`config.mk`:
```
export PLATFORM = sky130hd
export DESIGN_NAME = dmem_port_arbiter
export DESIGN_NICKNAME = d
export VERILOG_FILES = /design/src/rtl/dmem_port_arbiter.sv
export SDC_FILE = /design/constraint.sdc
export NUM_CORES = 1
export LEC_CHECK = 0
export CORE_AREA = 10 10 76 91
export DETAILED_ROUTE_END_ITERATION = 6
export DIE_AREA = 0 0 86 101
export PLACE_DENSITY = 0.93
export SYNTH_ARGS = -nofsm -noshare
export SYNTH_HDL_FRONTEND = slang
export SYNTH_SLANG_ARGS = --single-unit
```
`constraint.sdc`:
```
create_clock -name clk -period 1.95 [get_ports clk]
set_clock_uncertainty 0.2 [all_clocks]
set_input_delay 0.195 -clock clk [delete_from_list [all_inputs] [get_ports clk]]
set_output_delay 0.195 -clock clk [all_outputs]
set_load 0.05 [all_outputs]
```
`src/rtl/dmem_port_arbiter.sv`:
```
// Arbiter sharing the single-port data RAM between the CPU load/store port and the UART host port.
// Optional build macro ARB_STARVE_GUARD_EN adds a host starvation counter that forces a host slot.
module dmem_port_arbiter #(
  parameter int ADDR_WIDTH   = 6,
  parameter int STARVE_LIMIT = 8
) (
  input  logic                  clk,
  input  logic                  rst_n,
  // CPU port
  input  logic                  cpu_req,
  input  logic                  cpu_we,
  input  logic [3:0]            cpu_be,
  input  logic [ADDR_WIDTH-1:0] cpu_addr,
  input  logic [31:0]           cpu_wdata,
  output logic                  cpu_gnt,
  output logic                  cpu_rvalid,
  output logic [31:0]           cpu_rdata,
  // host port
  input  logic                  host_req,
  input  logic                  host_we,
  input  logic [ADDR_WIDTH-1:0] host_addr,
  input  logic [7:0]            host_wdata,
  output logic                  host_gnt,
  output logic                  host_rvalid,
  output logic [7:0]            host_rdata,
  // exclusive host ownership
  input  logic                  host_lock,
  output logic                  lock_active,
  // RAM side
  output logic                  mem_en,
  output logic [3:0]            mem_we,
  output logic [ADDR_WIDTH-3:0] mem_addr,
  output logic [31:0]           mem_wdata,
  input  logic [31:0]           mem_rdata,
  // FSM state, for observation only
  output logic [1:0]            dbg_state
);

  // Handshake: a requester raises req with a stable payload and holds it until
  // gnt is seen high in the same cycle; the access is accepted on that clock
  // edge. A granted read returns rvalid exactly one cycle later. Dropping req
  // before gnt cancels the request.

  localparam logic [1:0] ST_NORMAL = 2'd0;
  localparam logic [1:0] ST_DRAIN  = 2'd1;
  localparam logic [1:0] ST_LOCKED = 2'd2;

  logic [1:0] state_q, state_d;
  logic       cpu_rvalid_q, cpu_rvalid_d;
  logic       host_rvalid_q, host_rvalid_d;
  logic [1:0] lane_q, lane_d;
  logic       force_host;
  logic       cpu_gnt_c, host_gnt_c;
  logic       unused_addr_bits;

  assign unused_addr_bits = ^cpu_addr[1:0];

`ifdef ARB_STARVE_GUARD_EN
  localparam int              CW         = $clog2(STARVE_LIMIT + 1);
  localparam logic [CW-1:0]   STARVE_MAX = CW'(STARVE_LIMIT);

  logic [CW-1:0] starve_q, starve_d;

  assign force_host = (starve_q == STARVE_MAX);

  // Counts contested NORMAL cycles the host spends waiting; saturates.
  always_comb begin
    starve_d = starve_q;
    if (host_gnt_c) begin
      starve_d = '0;
    end else if (host_req && (state_q == ST_NORMAL) && (starve_q != STARVE_MAX)) begin
      starve_d = starve_q + 1'b1;
    end
  end

  always_ff @(posedge clk) begin
    if (!rst_n) begin
      starve_q <= '0;
    end else begin
      starve_q <= starve_d;
    end
  end
`else
  assign force_host = 1'b0;
`endif

  // Grant selection; at most one grant per cycle, none while in reset.
  always_comb begin
    cpu_gnt_c  = 1'b0;
    host_gnt_c = 1'b0;
    case (state_q)
      ST_NORMAL: begin
        if (cpu_req && host_req) begin
          if (force_host) begin
            host_gnt_c = 1'b1;
          end else begin
            cpu_gnt_c = 1'b1;
          end
        end else begin
          cpu_gnt_c  = cpu_req;
          host_gnt_c = host_req;
        end
      end
      ST_LOCKED: begin
        host_gnt_c = host_req;
      end
      default: begin
        cpu_gnt_c  = 1'b0;
        host_gnt_c = 1'b0;
      end
    endcase
    if (!rst_n) begin
      cpu_gnt_c  = 1'b0;
      host_gnt_c = 1'b0;
    end
  end

  assign cpu_gnt  = cpu_gnt_c;
  assign host_gnt = host_gnt_c;

  // Lock entry waits a cycle in DRAIN only if a CPU read is being accepted now.
  always_comb begin
    state_d = state_q;
    case (state_q)
      ST_NORMAL: begin
        if (host_lock) begin
          state_d = (cpu_gnt_c && !cpu_we) ? ST_DRAIN : ST_LOCKED;
        end
      end
      ST_DRAIN: begin
        state_d = host_lock ? ST_LOCKED : ST_NORMAL;
      end
      ST_LOCKED: begin
        if (!host_lock) begin
          state_d = ST_NORMAL;
        end
      end
      default: begin
        state_d = ST_NORMAL;
      end
    endcase
  end

  always_comb begin
    cpu_rvalid_d  = cpu_gnt_c && !cpu_we;
    host_rvalid_d = host_gnt_c && !host_we;
    lane_d        = host_gnt_c ? host_addr[1:0] : lane_q;
  end

  always_ff @(posedge clk) begin
    if (!rst_n) begin
      state_q       <= ST_NORMAL;
      cpu_rvalid_q  <= 1'b0;
      host_rvalid_q <= 1'b0;
      lane_q        <= 2'd0;
    end else begin
      state_q       <= state_d;
      cpu_rvalid_q  <= cpu_rvalid_d;
      host_rvalid_q <= host_rvalid_d;
      lane_q        <= lane_d;
    end
  end

  // RAM drive follows the granted requester; everything is zero when idle.
  always_comb begin
    mem_en    = 1'b0;
    mem_we    = 4'b0000;
    mem_addr  = '0;
    mem_wdata = 32'd0;
    if (cpu_gnt_c) begin
      mem_en    = 1'b1;
      mem_we    = cpu_we ? cpu_be : 4'b0000;
      mem_addr  = cpu_addr[ADDR_WIDTH-1:2];
      mem_wdata = cpu_wdata;
    end else if (host_gnt_c) begin
      mem_en    = 1'b1;
      mem_we    = host_we ? (4'b0001 << host_addr[1:0]) : 4'b0000;
      mem_addr  = host_addr[ADDR_WIDTH-1:2];
      mem_wdata = {4{host_wdata}};
    end
  end

  always_comb begin
    host_rdata = 8'd0;
    case (lane_q)
      2'd0:    host_rdata = mem_rdata[7:0];
      2'd1:    host_rdata = mem_rdata[15:8];
      2'd2:    host_rdata = mem_rdata[23:16];
      default: host_rdata = mem_rdata[31:24];
    endcase
  end

  assign cpu_rvalid  = cpu_rvalid_q;
  assign host_rvalid = host_rvalid_q;
  assign cpu_rdata   = mem_rdata;
  assign lock_active = rst_n && (state_q == ST_LOCKED);
  assign dbg_state   = state_q;

  a_one_grant: assert property (@(posedge clk) !(cpu_gnt && host_gnt));
  a_lock_no_cpu: assert property (@(posedge clk) lock_active |-> !cpu_gnt);

endmodule

```
Word level (Yosys, flattened, before mapping)

Index checks and enable logic that the tools add are counted.

Output and inout port bits: 88
Register bits: 6
Input bits: 95
Logic and storage cells: 42

Reductions and logical operators: 9
Multiplexer cells: 22
Equal/unequal tests: 6
Shifts and indexed selects: 1

Operator list:

| operator                                                               | count |
|---|---|
| 32-bit 2-to-1 mux                                                      | 2 |
| 4-bit 2-to-1 mux                                                       | 6 |
| 8-bit one-hot mux with 3 select lines                                  | 1 |
| 2-bit 2-to-1 mux                                                       | 4 |
| 1-bit 2-to-1 mux                                                       | 7 |
| 2-bit one-hot mux with 3 select lines                                  | 1 |
| 2-bit by 1-bit equality test with 1-bit output (second input constant) | 2 |
| 2-bit equality test (second input constant)                            | 2 |
| 1-bit logical AND                                                      | 4 |
| 2-bit logical NOT                                                      | 2 |
| 2-bit inequality test (second input constant)                          | 2 |
| 1-bit by 2-bit << shifter with 4-bit output (first input constant)     | 1 |
| 1-bit logical NOT                                                      | 2 |
| 1-bit one-hot mux with 2 select lines                                  | 1 |
| 2-bit AND reduction                                                    | 1 |

Logic depth before layout (Yosys ltp)

Depth after elaboration: 8
Gate-level depth with buffers: 6

Least setup slack after synthesis

No wires, ideal clock.

Kind: register to output
Start point: register state_q[1] (netlist: dbg_state[1])
End point: output port mem_we[2]
Data arrival time: 2.302 ns
Stages on the path, launching flop included: 4
Path buffers: 0
Path slack: -0.747 ns
Data required time: 1.555 ns
Cells stage by stage: dfxtp_1 > nand2b_2 > nand3_4 > o31ai_1

Longest elaborated chain between the ends: 5
Elaborated cells between the ends (all ways): 8
Those cells by class: 1 x eq/ne; 6 x mux; 1 x reduce/logical

RTL lines:

| element                                                         | line | text |
|---|---|---|
| start: declaration                                              | 48   | `logic [1:0] state_q, state_d;` |
| start signal: assignment                                        | 157  | `state_q <= state_d;` |
| 2-bit equality test / 2-bit logical NOT (equally long branches) | 91   | `case (state_q)` |
| 1-bit one-hot mux with 2 select lines                           | 91   |  |
| 1-bit 2-to-1 mux                                                | 112  | `if (!rst_n) begin` |
| 4-bit 2-to-1 mux                                                | 175  | `end else if (host_gnt_c) begin` |
| 4-bit 2-to-1 mux (*)                                            | 170  | `if (cpu_gnt_c) begin` |
| end: declaration                                                | 31   | `output logic [3:0] mem_we,` |

Every way passes the cells marked *; elsewhere a longest branch is shown, timed or not.

Final worst setup path

Start point: register state_q[0] (netlist: dbg_state[0])
End point: output port mem_wdata[18]

Longest elaborated chain between the ends: 5
Elaborated cells between the ends (all ways): 8
Those cells by class: 1 x eq/ne; 6 x mux; 1 x reduce/logical

RTL lines:

| element                                                         | line | text |
|---|---|---|
| 2-bit equality test / 2-bit logical NOT (equally long branches) | 91   |  |
| 1-bit one-hot mux with 2 select lines                           | 91   |  |
| 1-bit 2-to-1 mux                                                | 112  |  |
| 32-bit 2-to-1 mux                                               | 175  |  |
| 32-bit 2-to-1 mux (*)                                           | 170  |  |
| end: declaration                                                | 33   | `output logic [31:0] mem_wdata,` |

Marked as above.

==> impl_metrics.ini <==
[floorplan]
die_area_sq_mm = 0.008686
io_pins = 183
start_util_pct = 22.38
die_h_um = 101
coreArea_sq_mm = 0.005189
fp.dieW_um = 86
rows = 29

[synthesis]
ys_top_cells_by_area = a22o_1 (27%), buf_4 (25%), mux4_2 (16%), dfxtp_1 (10%), buf_8 (2.6%)
synth_top_cells_by_count = buf_4 (38), a22o_1 (36), mux4_2 (8)
synth_edf_count = 0
netlist_area_sq_mm = 0.001161
yosys.cell_types.count = 26
async_flop_share_pct = 0
synthMostInstantiatedCell = buf_4
synth_top_area_share_pct = 27.16
netlist_instances = 128
yosysWarnings = 0
yosys.area.top_type = a22o_1
synth_ff_type = dfxtp_1
avgSynthCellArea_sq_um = 9.071
syn_nets = 223
synth_seq_area_share_pct = 10.34
ys_ff_latch = 6

[clocking]
h-tree-depth = 1
clock_latency_ns = 0.22
tritoncts = built
clk_pin_slew_ns = 0.04
cts-hold-fix-buffers = 0
cts_buffer_depth = 2
cts_buffers = 3
cts.sinks = 6
cts_root_buf = clkbuf_8

[timing]
period_minus_slack_ns = 1.965
rsz0062_at_grt = yes
hold_violations = 0
fin_ws_ns = -0.01520
fmax_mhz = 508.9
worstMarginPinSlew_ns = 0.5308
post-route-period-util_pct = 100.8
drv_slew = 0
setup_viol = 13
maxSlewHeadroom_pct = 64.50

[finish]
finalNonFillerCells = 354
final_util_pct = 77.43
syn2layout_area_growth_pct = 246.0
drive_above_1_share_pct = 56.01
nNetsFinal = 388
final_area_sq_mm = 0.004018

[job]
maxCapViolations = 0

[route]
first_pass_iters = 4
drc = 0
postRouteAntennaNets = 0
vias_per_cell = 4.980
routed_wl_um = 8434
avgRoutedWirePerCell_um = 23.82
drt_iter0_drc = 73
vias = 1763

[power_and_ir_drop]
total_power_mw = 1.722
power.density_mw_per_mm2 = 428.6
irDropWorstVdd_v = 0.0002482
leakagePower_nw = 1.694

[status]
violations = setup timing
outcome = complete, but fails checks

[worst_setup_path]
worst_path_largest_cell_delay_ns = 0.36
start_kind = flop
cp_cell_sequence = and2b_4 -> nand3b_4 -> inv_8 -> buf_16 -> a22o_2 -> buf_12
path_class = reg2out
endpoint_kind = primary output
required_ns = 1.55
cp_max_fo = 18
reg2reg_from = dbg_state[0]
r2r_setup_slack_ns = 0.45
reg2regPathDepth = 5
timing.rr.end = dbg_state[0]
worstPathArrival_ns = 1.57
crit_slowest_cell = dfxtp_2

[grt]
gr-usage-all-layers_pct = 17.47
globalRouteOverflowTotal = 0
grt_max_degree = 20
antenna_found_initial = 2
grt_pass1_vias = 2015
grt_pass1_wl_um = 11920

[worst_hold_path]
hold_path_class = reg2reg
min_from = dbg_state[0]
hold_end = dbg_state[1]
hold_depth = 1

[place]
dp_hpwl_um = 7127
gp_congestion = 0.7649
portBuffers = 180
postPlaceCellArea_sq_mm = 0.003661
placed_cells = 344
[power by group]
group	internal, mW	switching [mW]
registers	0.130	0.00883
logic	0.706	0.691
clock network	0.133	0.0538
total	0.969	0.753
[layout make-up]
class                      count  area (sq um)
antenna                        1         2.502
clock buffer                   3         41.29
fill                         279          1171
inverter                       2         20.02
multi-input combinational     78         927.1
sequential                     6         122.6
tap                           62         77.57
timing repair buffer         202          2826
[logic make-up after synthesis]
family / count (synthesis) / synth area share, %
simple gates: 26 / 14.01
buf+inv: 44 / 28.77
flops: 6 / 10.35
mux: 8 / 15.52
xor+xnor: 1 / 0.7544
compound gates: 43 / 30.60
[worst max-delay path by stage]
| stage | startpoint | to | slack (ns) | cells past startpoint |
|---|---|---|---|---|
| floorplan | dbg_state[1] | mem_wdata[10] | 0.01 | 5 |
| global placement | rst_n | mem_wdata[4] | -0.04 | 7 |
| detailed placement | rst_n | mem_wdata[0] | -0.1 | 7 |
| CTS | dbg_state[0] | mem_wdata[8] | -0.02 | 6 |
| global route | dbg_state[0] | mem_wdata[23] | -0.06 | 6 |
| finish | dbg_state[0] | mem_wdata[18] | -0.02 | 6 |
[cells in the final DEF, fill, tap and decap left out, drive strengths merged]
| cell | netlist | routed |
|---|---|---|
| a22o | 36 | 36 |
| clkbuf | 0 | 5 |
| o21ai | 5 | 5 |
| and2 | 1 | 1 |
| diode | 0 | 1 |
| dfxtp | 6 | 6 |
| nor3 | 1 | 1 |
| inv | 2 | 2 |
| buf | 42 | 105 |
| nand2b | 1 | 1 |
| dlygate4sd2 | 0 | 2 |
| xor2 | 1 | 1 |
| clkdlybuf4s50 | 0 | 93 |
| a211oi | 1 | 1 |
| mux4 | 8 | 8 |
| nand4 | 2 | 2 |
| nand3 | 6 | 6 |
| and2b | 1 | 1 |
| o31ai | 1 | 1 |
| nor4b | 1 | 1 |
| nand2 | 7 | 7 |
| nor2 | 4 | 4 |
| nand3b | 2 | 2 |
[sequential cells by signal (all words and copies together) (netlist names)]
register / flops
host_rvalid: 1
lane_q: 2
cpu_rvalid: 1
dbg_state: 2
[per-layer routing]
metal | vias up | share of wire (%) | global-route usage [%]
met5 | - | 0.15 | 0
met4 | 2 | 1.1 | 4.061
met3 | 8 | 17 | 13.83
met2 | 152 | 47 | 28.54
met1 | 802 | 35 | 16.81
li1 | 799 | - | -
[what timing repair did]
item                                    4_1_cts  5_1_grt
buffers inserted                              1        1
cloned                                        2        2
gates resized for setup                      16       16
endpoints found under the setup margin       37       41
pin swaps                                     5        4
[per-stage QoR]
step | worst slack (ns) | setup TNS, ns | hold WS, ns
floorplan | 0.01460 | 0 | 0.06684
global placement | -0.04001 | -0.7605 | 0.2515
detailed placement | -0.09518 | -2.042 | 0.2716
CTS | -0.01772 | -0.2007 | 0.2789
global route | -0.05900 | -1.494 | 0.3052
finish | -0.01520 | -0.1036 | 0.2836
[critical path, delay by kind of cell, from the launching register on]
| family | cells | cell delay (ns) |
|---|---|---|
| AOI/OAI and AO/OA | 1 | 0.29 |
| and+or+nand+nor | 2 | 0.33 |
| DFF | 1 | 0.36 |
| buffers and inverters | 3 | 0.35 |
(Power assumes the default switching activity.)
